## config.mk

```make
export PLATFORM = sky130hd
export DESIGN_NAME = div_unit
export DESIGN_NICKNAME = d
export VERILOG_FILES = /design/src/rtl/div_unit.sv
export SDC_FILE = /design/constraint.sdc
export NUM_CORES = 1
export LEC_CHECK = 0
export ABC_AREA = 1
export CAP_MARGIN = 20
export CORE_MARGIN = 2
export CORE_UTILIZATION = 40
export DETAILED_ROUTE_END_ITERATION = 10
export SETUP_SLACK_MARGIN = 0.1
export SLEW_MARGIN = 5
export SYNTH_ARGS = -nofsm -noshare
export SYNTH_HDL_FRONTEND = slang
export SYNTH_SLANG_ARGS = --single-unit
```

## constraint.sdc

```tcl
create_clock -name clk -period 3.1 [get_ports clk]
set_input_delay 0.62 -clock clk [delete_from_list [all_inputs] [get_ports clk]]
set_output_delay 0.62 -clock clk [all_outputs]
set_load 0.1 [all_outputs]
```

## src/rtl/div_unit.sv

```systemverilog
// Iterative RV32M divide/remainder unit: one restoring step per cycle on operand
// magnitudes, with sign fix-up and a start/busy/done handshake.
module div_unit #(
    parameter int XLEN = 32
) (
    input  logic            clk,
    input  logic            res,
    input  logic            start,
    input  logic [1:0]      op,
    input  logic [XLEN-1:0] rs1,
    input  logic [XLEN-1:0] rs2,
    input  logic            flush,
    output logic            busy,
    output logic            done,
    output logic [XLEN-1:0] result
);

    localparam int CNT_W = $clog2(XLEN);
    localparam logic [XLEN-1:0] MIN_NEG = {1'b1, {(XLEN-1){1'b0}}};

    typedef enum logic [1:0] {IDLE, CALC, FIX} state_t;

    state_t            state, state_nxt;
    logic [CNT_W-1:0]  cnt;
    logic [1:0]        op_r;
    logic              neg_q, neg_r;
    logic [XLEN-1:0]   dvsr, rem_r, quo_r;
    logic [XLEN-1:0]   rem_nxt, quo_nxt;
    logic signed [XLEN:0] diff;
    logic              is_signed, dvd_neg, dvs_neg, div0, ovf, accept;

    function automatic logic [XLEN-1:0] magnitude(input logic [XLEN-1:0] v, input logic sgn);
        return (sgn && v[XLEN-1]) ? -v : v;
    endfunction

    function automatic logic [XLEN-1:0] cond_neg(input logic [XLEN-1:0] v, input logic neg);
        return neg ? -v : v;
    endfunction

    always_comb begin
        is_signed = ~op[0];
        dvd_neg   = is_signed & rs1[XLEN-1];
        dvs_neg   = is_signed & rs2[XLEN-1];
        div0      = (rs2 == '0);
        ovf       = is_signed && (rs1 == MIN_NEG) && (rs2 == '1);
        accept    = (state == IDLE) && start && !flush;
    end

    // Restoring step: shift {rem, quo} left, trial-subtract the divisor on XLEN+1 bits
    always_comb begin
        diff    = $signed({rem_r, quo_r[XLEN-1]}) - $signed({1'b0, dvsr});
        rem_nxt = diff[XLEN] ? {rem_r[XLEN-2:0], quo_r[XLEN-1]} : diff[XLEN-1:0];
        quo_nxt = {quo_r[XLEN-2:0], ~diff[XLEN]};
    end

    always_comb begin
        state_nxt = state;
        if (flush) begin
            state_nxt = IDLE;
        end else begin
            case (state)
                IDLE:    if (start) state_nxt = (div0 || ovf) ? FIX : CALC;
                CALC:    if (cnt == CNT_W'(XLEN-1)) state_nxt = FIX;
                FIX:     state_nxt = IDLE;
                default: state_nxt = IDLE;
            endcase
        end
    end

    always_ff @(posedge clk or negedge res) begin
        if (!res) begin
            state <= IDLE;
            busy  <= 1'b0;
            done  <= 1'b0;
        end else begin
            state <= state_nxt;
            busy  <= (state_nxt != IDLE);
            done  <= (state == FIX) && !flush;
        end
    end

    // Special cases preload the final quotient/remainder so FIX needs no correction
    always_ff @(posedge clk or negedge res) begin
        if (!res) begin
            op_r   <= '0;
            neg_q  <= 1'b0;
            neg_r  <= 1'b0;
            dvsr   <= '0;
            rem_r  <= '0;
            quo_r  <= '0;
            cnt    <= '0;
            result <= '0;
        end else begin
            if (accept) begin
                op_r <= op;
                dvsr <= magnitude(rs2, is_signed);
                cnt  <= '0;
                if (div0) begin
                    quo_r <= '1;
                    rem_r <= rs1;
                    neg_q <= 1'b0;
                    neg_r <= 1'b0;
                end else if (ovf) begin
                    quo_r <= MIN_NEG;
                    rem_r <= '0;
                    neg_q <= 1'b0;
                    neg_r <= 1'b0;
                end else begin
                    quo_r <= magnitude(rs1, is_signed);
                    rem_r <= '0;
                    neg_q <= dvd_neg ^ dvs_neg;
                    neg_r <= dvd_neg;
                end
            end else if (state == CALC) begin
                rem_r <= rem_nxt;
                quo_r <= quo_nxt;
                cnt   <= cnt + CNT_W'(1);
            end
            if ((state == FIX) && !flush) begin
                result <= op_r[1] ? cond_neg(rem_r, neg_r) : cond_neg(quo_r, neg_q);
            end
        end
    end

endmodule

```

==> results_dict.tcl, run 1 <==
set metrics [dict create \
    worst_pin_slew_ns 0.887 \
    reg2reg_from "quo_r[0]" \
    slew_viol_final 0 \
    gp_congestion 0.985 \
    n_fill_cell 3295 \
    initialDrtViolationCount 1488 \
    min_path_type "primary input to asynchronous set/reset pin" \
    cp.required_ns 3.47 \
    cts_root_buf "clkbuf_16" \
    power_uw 12700 \
    yosys.area.top_type "dfrtp_1" \
    synth_edf_count 0 \
    h-tree-depth 4 \
    drive_gt1_share_pct 8.09 \
    clock-sinks 140 \
    cpMostUsedCell "inv_1" \
    post_synth_num_cell_types 52 \
    critPathKind "flip-flop to flip-flop" \
    start_util_pct 40.5 \
    post-route-min-period_ns 2.67 \
    ir_drop_mv 0.459 \
    grt_max_degree 83 \
    ctsHoldBuffers 0 \
    via_per_inst 5.35 \
    crit_path_cell_trace "inv_1 > ha_1 > inv_1 > nor3_1 > inv_1 > nor2_1 > nand4_1 > o21ai_0 > nor2_1 > o21ai_0 > nand2_1 > nand2_1" \
    fmax_mhz 375 \
    ys_seq_area_share_pct 27.5 \
    cp.arrival_ns 3.04 \
    ios 104 \
    cts_buffer_depth 2 \
    yosysWarnings 0 \
    cts_resized 0 \
    crit_path_top_delay_cell "dfrtp_1" \
    clk_latency_ns 0.44 \
    fin_tns_setup_ns 0 \
    path_buf_inv 3 \
    grt_antenna_before_repair 5 \
    period_share_pct 86.1 \
    drt_wl_total_um 48600 \
    place_hpwl_um 39100 \
    grt_setup_unrepaired "false" \
    synthCells 2102 \
    port_buffers 103 \
    pwr_density_cell_nw_per_um2 847 \
    crit_fanout 5 \
    slew_headroom_pct 40.8 \
    dieWidth_um 182 \
    avgRoutedWirePerCell_um 18.4 \
    crit_path_start_kind "flip-flop" \
    core_um2 31500 \
    ys_async_sr_fraction_pct 100 \
    grt_pass1_vias 13300 \
    multi_input_area_um2 7780 \
    grt_pass1_wl_um 75200 \
    ant_nets 0 \
    overflow 0 \
    fin_area_um2 15000 \
    setup_viol 0 \
    crit_family "simple AND/OR/NAND/NOR gates" \
    r2r_setup_slack_ns 0.43 \
    die_y_um 182 \
    synth_nets 2212 \
    areaGrowthSynthToFinish_pct 17.9 \
    path_clk_slew_ns 0.06 \
    post_dp_cell_area_um2 14400 \
    yosysMostFrequentCell "nand2_1" \
    seq_area_um2 3500 \
    avgSynthCellArea_um2 6.06 \
    yosysTopAreaCellShare_pct 27.5 \
    drv_cap 0 \
    ys.flop_type "dfrtp_1" \
    power.leakage_uw 0.00773 \
    synth_common_cells "nand2_1 (637), inv_1 (305), nor2_1 (213)" \
    cts_tree "done" \
    cpPeakStageDelay_ns 0.43 \
    netlist_area_um2 12700 \
    outcome "finished, final reports clean" \
    cts_inserted_buffers 17 \
    rows 65 \
    drc 0 \
    dr.pass1.iters 6 \
    nNetsFinal 2335 \
    cts_setup_buffers 0 \
    synth-seq-cells 140 \
    grt_usage_pct 29.5 \
    dieArea_um2 33300 \
    fin_skew_ns 0.0140 \
    critPathCaptureType "flip-flop" \
    synth_area_leaders "dfrtp_1 (27%), nand2_1 (19%), inv_1 (9.0%)" \
    vias 14100 \
    final_util_pct 47.7 \
    startpoint "quo_r[0]" \
    hold_viol_final 0 \
]
[path summary, 6_finish.rpt]
check,endpoint,cells after the start
setup reg to reg,result[24],12
hold / removal,state[0],1
min in group clk,result[8],2
setup / recovery,result[24],12
hold reg to reg,result[8],2
max in group asynchronous,result[26],2
[where the power goes]
| group | internal (µW) | switching (µW) | leakage [µW] |
|---|---|---|---|
| combinational | 2590 | 5110 | 0.00574 |
| clock | 1200 | 912 | 0.000271 |
| sequential | 2290 | 622 | 0.00172 |
| total | 6080 | 6650 | 0.00773 |
[through the flow]
| step | worst slack, ns | std cells | hold slack [ns] |
|---|---|---|---|
| after floorplan | 0.870 | 2102 | 0.324 |
| after global placement | 0.107 | 2608 | 0.468 |
| after detailed placement | 0.0955 | 2608 | 0.471 |
| after CTS | 0.454 | 2640 | 0.0746 |
| after global routing | 0.129 | 2640 | 0.0801 |
| final | 0.432 | 2641 | 0.0680 |
[final cells by class]
type | count | share of cell area (%)
Antenna cell | 1 | 0.0167
Clock buffer | 17 | 2.83
Clock inverter | 15 | 1.10
Inverter | 309 | 7.72
Multi-Input combinational cell | 1588 | 51.8
Sequential cell | 140 | 23.3
Tap cell | 402 | 3.35
Timing Repair Buffer | 169 | 9.86
[logic make-up after synthesis]
group                    count (synthesis)  share of synthesized area, %
AO/OA/AOI/OAI                          355                          15.1
AND/OR/NAND/NOR                       1137                          38.1
XOR/XNOR                                56                          3.85
buffers and inverters                  374                          11.5
adder cells (fa/ha/maj)                 40                          3.99
flip-flops                             140                          27.5
[state kept, by name, indices dropped and copies added, names as in the netlist]
register and flops:
quo_r 32, dvsr 32, op_r 1, done 1, result 32, cnt 5
rem_r 32, state 2, neg_q 1, busy 1, neg_r 1
[cell usage in the layout (no fill, tap or decap), drive strengths merged, types with 2 or more instances in the layout]
cell type and count:
clkinv 3, buf 101, nand2 648, clkinvlp 6, bufinv 2, or2 10, a31oi 7, o21bai 2
o21ai 178, inv 313, nand3b 9, o21a 6, nand4 38, nor3 38, nand3 155, and2 6
nor4 7, a21o 3, xnor2 8, clkbuf 17, a22o 2, ha 39, dfrtp 140, a2bb2oi 4
o31ai 3, clkdlybuf4s50 68, a21oi 126, o211ai 6, nor2 225, o22ai 6, xor2 48, a22oi 9
[per-layer routing]
metal / up-vias / part of all wire (%) / global-route usage, %
li1: 6979 / - / -
met1: 6511 / 46 / 41.9
met2: 569 / 44 / 46.4
met3: 72 / 7.8 / 4.85
met4: 4 / 2.3 / 8.10
met5: - / 0.035 / 0
Note: power is estimated with default switching activity, not from simulation.
==> run 2: changes to the inputs <==
CORE_MARGIN = 5   (was 2)
RECOVER_POWER = 50   (was default)
==> results_dict.tcl, run 2 (synthesis results as in run 1) <==
set metrics [dict create \
    outcome "finished, violations left" \
    violations "capacitance limit, slew limit" \
    place_hpwl_um 39200 \
    rows 65 \
    ant_nets 0 \
    seq_area_um2 3500 \
    grt_pass1_vias 13500 \
    grt_usage_pct 27.4 \
    multi_input_area_um2 7770 \
    critPathCaptureType "flip-flop" \
    setup_viol 0 \
    nNetsFinal 2330 \
    ir_drop_mv 0.466 \
    n_fill_cell 3382 \
    via_per_inst 5.40 \
    avgRoutedWirePerCell_um 18.5 \
    crit_path_top_delay_cell "dfrtp_1" \
    critPathKind "flip-flop to flip-flop" \
    cp.arrival_ns 3.14 \
    port_buffers 103 \
    cts_inserted_buffers 17 \
    dr.pass1.iters 6 \
    areaGrowthSynthToFinish_pct 17.1 \
    cts_setup_buffers 0 \
    hold_viol_final 0 \
    core_um2 31500 \
    cpPeakStageDelay_ns 0.44 \
    clk_latency_ns 0.44 \
    crit_fanout 5 \
    cpMostUsedCell "nand2_1" \
    power.leakage_uw 0.00767 \
    grt_setup_unrepaired "false" \
    drt_wl_total_um 48800 \
    n_antenna_cell 0 \
    cp.required_ns 3.42 \
    worst_pin_slew_ns 2.13 \
    cts_tree "done" \
    drc 0 \
    r2r_setup_slack_ns 0.27 \
    gp_congestion 0.966 \
    grt_antenna_before_repair 2 \
    grt_pass1_wl_um 76000 \
    cts_resized 0 \
    drv_cap 1 \
    overflow 0 \
    dieArea_um2 35500 \
    path_clk_slew_ns 0.07 \
    crit_path_start_kind "flip-flop" \
    drive_gt1_share_pct 7.21 \
    final_common_cell "nand2_1" \
    initialDrtViolationCount 1470 \
    pwr_density_cell_nw_per_um2 853 \
    final_util_pct 47.4 \
    period_share_pct 91.2 \
    path_buf_inv 1 \
    h-tree-depth 4 \
    post-route-min-period_ns 2.83 \
    dp_cells 2603 \
    crit_family "simple AND/OR/NAND/NOR gates" \
    crit_path_cell_trace "ha_1 > nand2_1 > nor2_1 > inv_1 > nor2_1 > and2_1 > nand2_2 > nand3_1 > nand2_2 > nand2_1 > o21ai_0 > nand2_1 > nand3_1" \
    cts_buffer_depth 2 \
    dieWidth_um 188 \
    cts_root_buf "clkbuf_16" \
    layout_common_cells "nand2_1 (637), inv_1 (305), nor2_1 (214)" \
    start_util_pct 40.5 \
    hold_ws_ns 0.476 \
    grt_max_degree 64 \
    clock-sinks 140 \
    vias 14200 \
    ios 104 \
    die_y_um 188 \
    min_path_type "flip-flop to flip-flop" \
    fin_tns_setup_ns 0 \
    fin_skew_ns 0.0155 \
    slew_headroom_pct -42.2 \
    ctsHoldBuffers 0 \
    stdcell_count 2635 \
    slew_viol_final 45 \
    fmax_mhz 354 \
]
-- run 2: changes by cell type in the layout (fill, tap and decap cells not counted), moves of 4 or more --
cell        delta
clkinv_4       +5
buf_4         -16
clkbuf_1      +12
clkinvlp_4     -4
-- run 2: tightest hold or removal path, stage by stage (launching register included) --
cell,delay [ns]
dfrtp_1,0.34
nand2_1,0.05
nand2_1,0.05
-- run 2: power breakdown --
part           switching (µW)  internal [µW]  total [µW]
clock                     905           1200        2110
combinational            5080           2590        7670
sequential                668           2290        2960
total                    6650           6080       12700
-- run 2: path summary, 6_finish.rpt --
check	end	start	depth (start not counted)
worst max-delay path	quo_r[0]	rem_r[19]	13
max in group asynchronous	result[23]	res	2
worst max register to register	quo_r[0]	rem_r[19]	13
min in group asynchronous	dvsr[9]	res	1
worst min-delay path	result[19]	result[19]	2
worst min register to register	result[19]	result[19]	2
-- run 2: per-layer routing --
layer / share of wire, % / vias to the layer above / wire length (µm) / global-route usage, %
li1: - / 6968 / - / -
met1: 45 / 6598 / 22000 / 38.6
met2: 42 / 575 / 20700 / 41.0
met3: 9.4 / 81 / 4590 / 7.45
met4: 3.0 / 4 / 1480 / 8.35
met5: 0.043 / - / 21 / 0
-- run 2: area by class of cell --
type                    instances  area share (%)
multi-input cells            1588            52.1
flip-flops and latches        140            23.5
clock inverters                14            1.09
repair buffers                164            9.32
inverters                     309            7.77
well taps                     402            3.37
clock buffers                  18            2.88
-- run 2: stage by stage --
stage               worst slack [ns]  instance area (µm²)  total power [µW]
detailed placement             0.106                14400             10500
global route                   0.112                14900             13900
global placement               0.127                14400             10400
finish                         0.274                14900             12700
CTS                            0.305                15000             12700
floorplan                      0.870                12700              8150
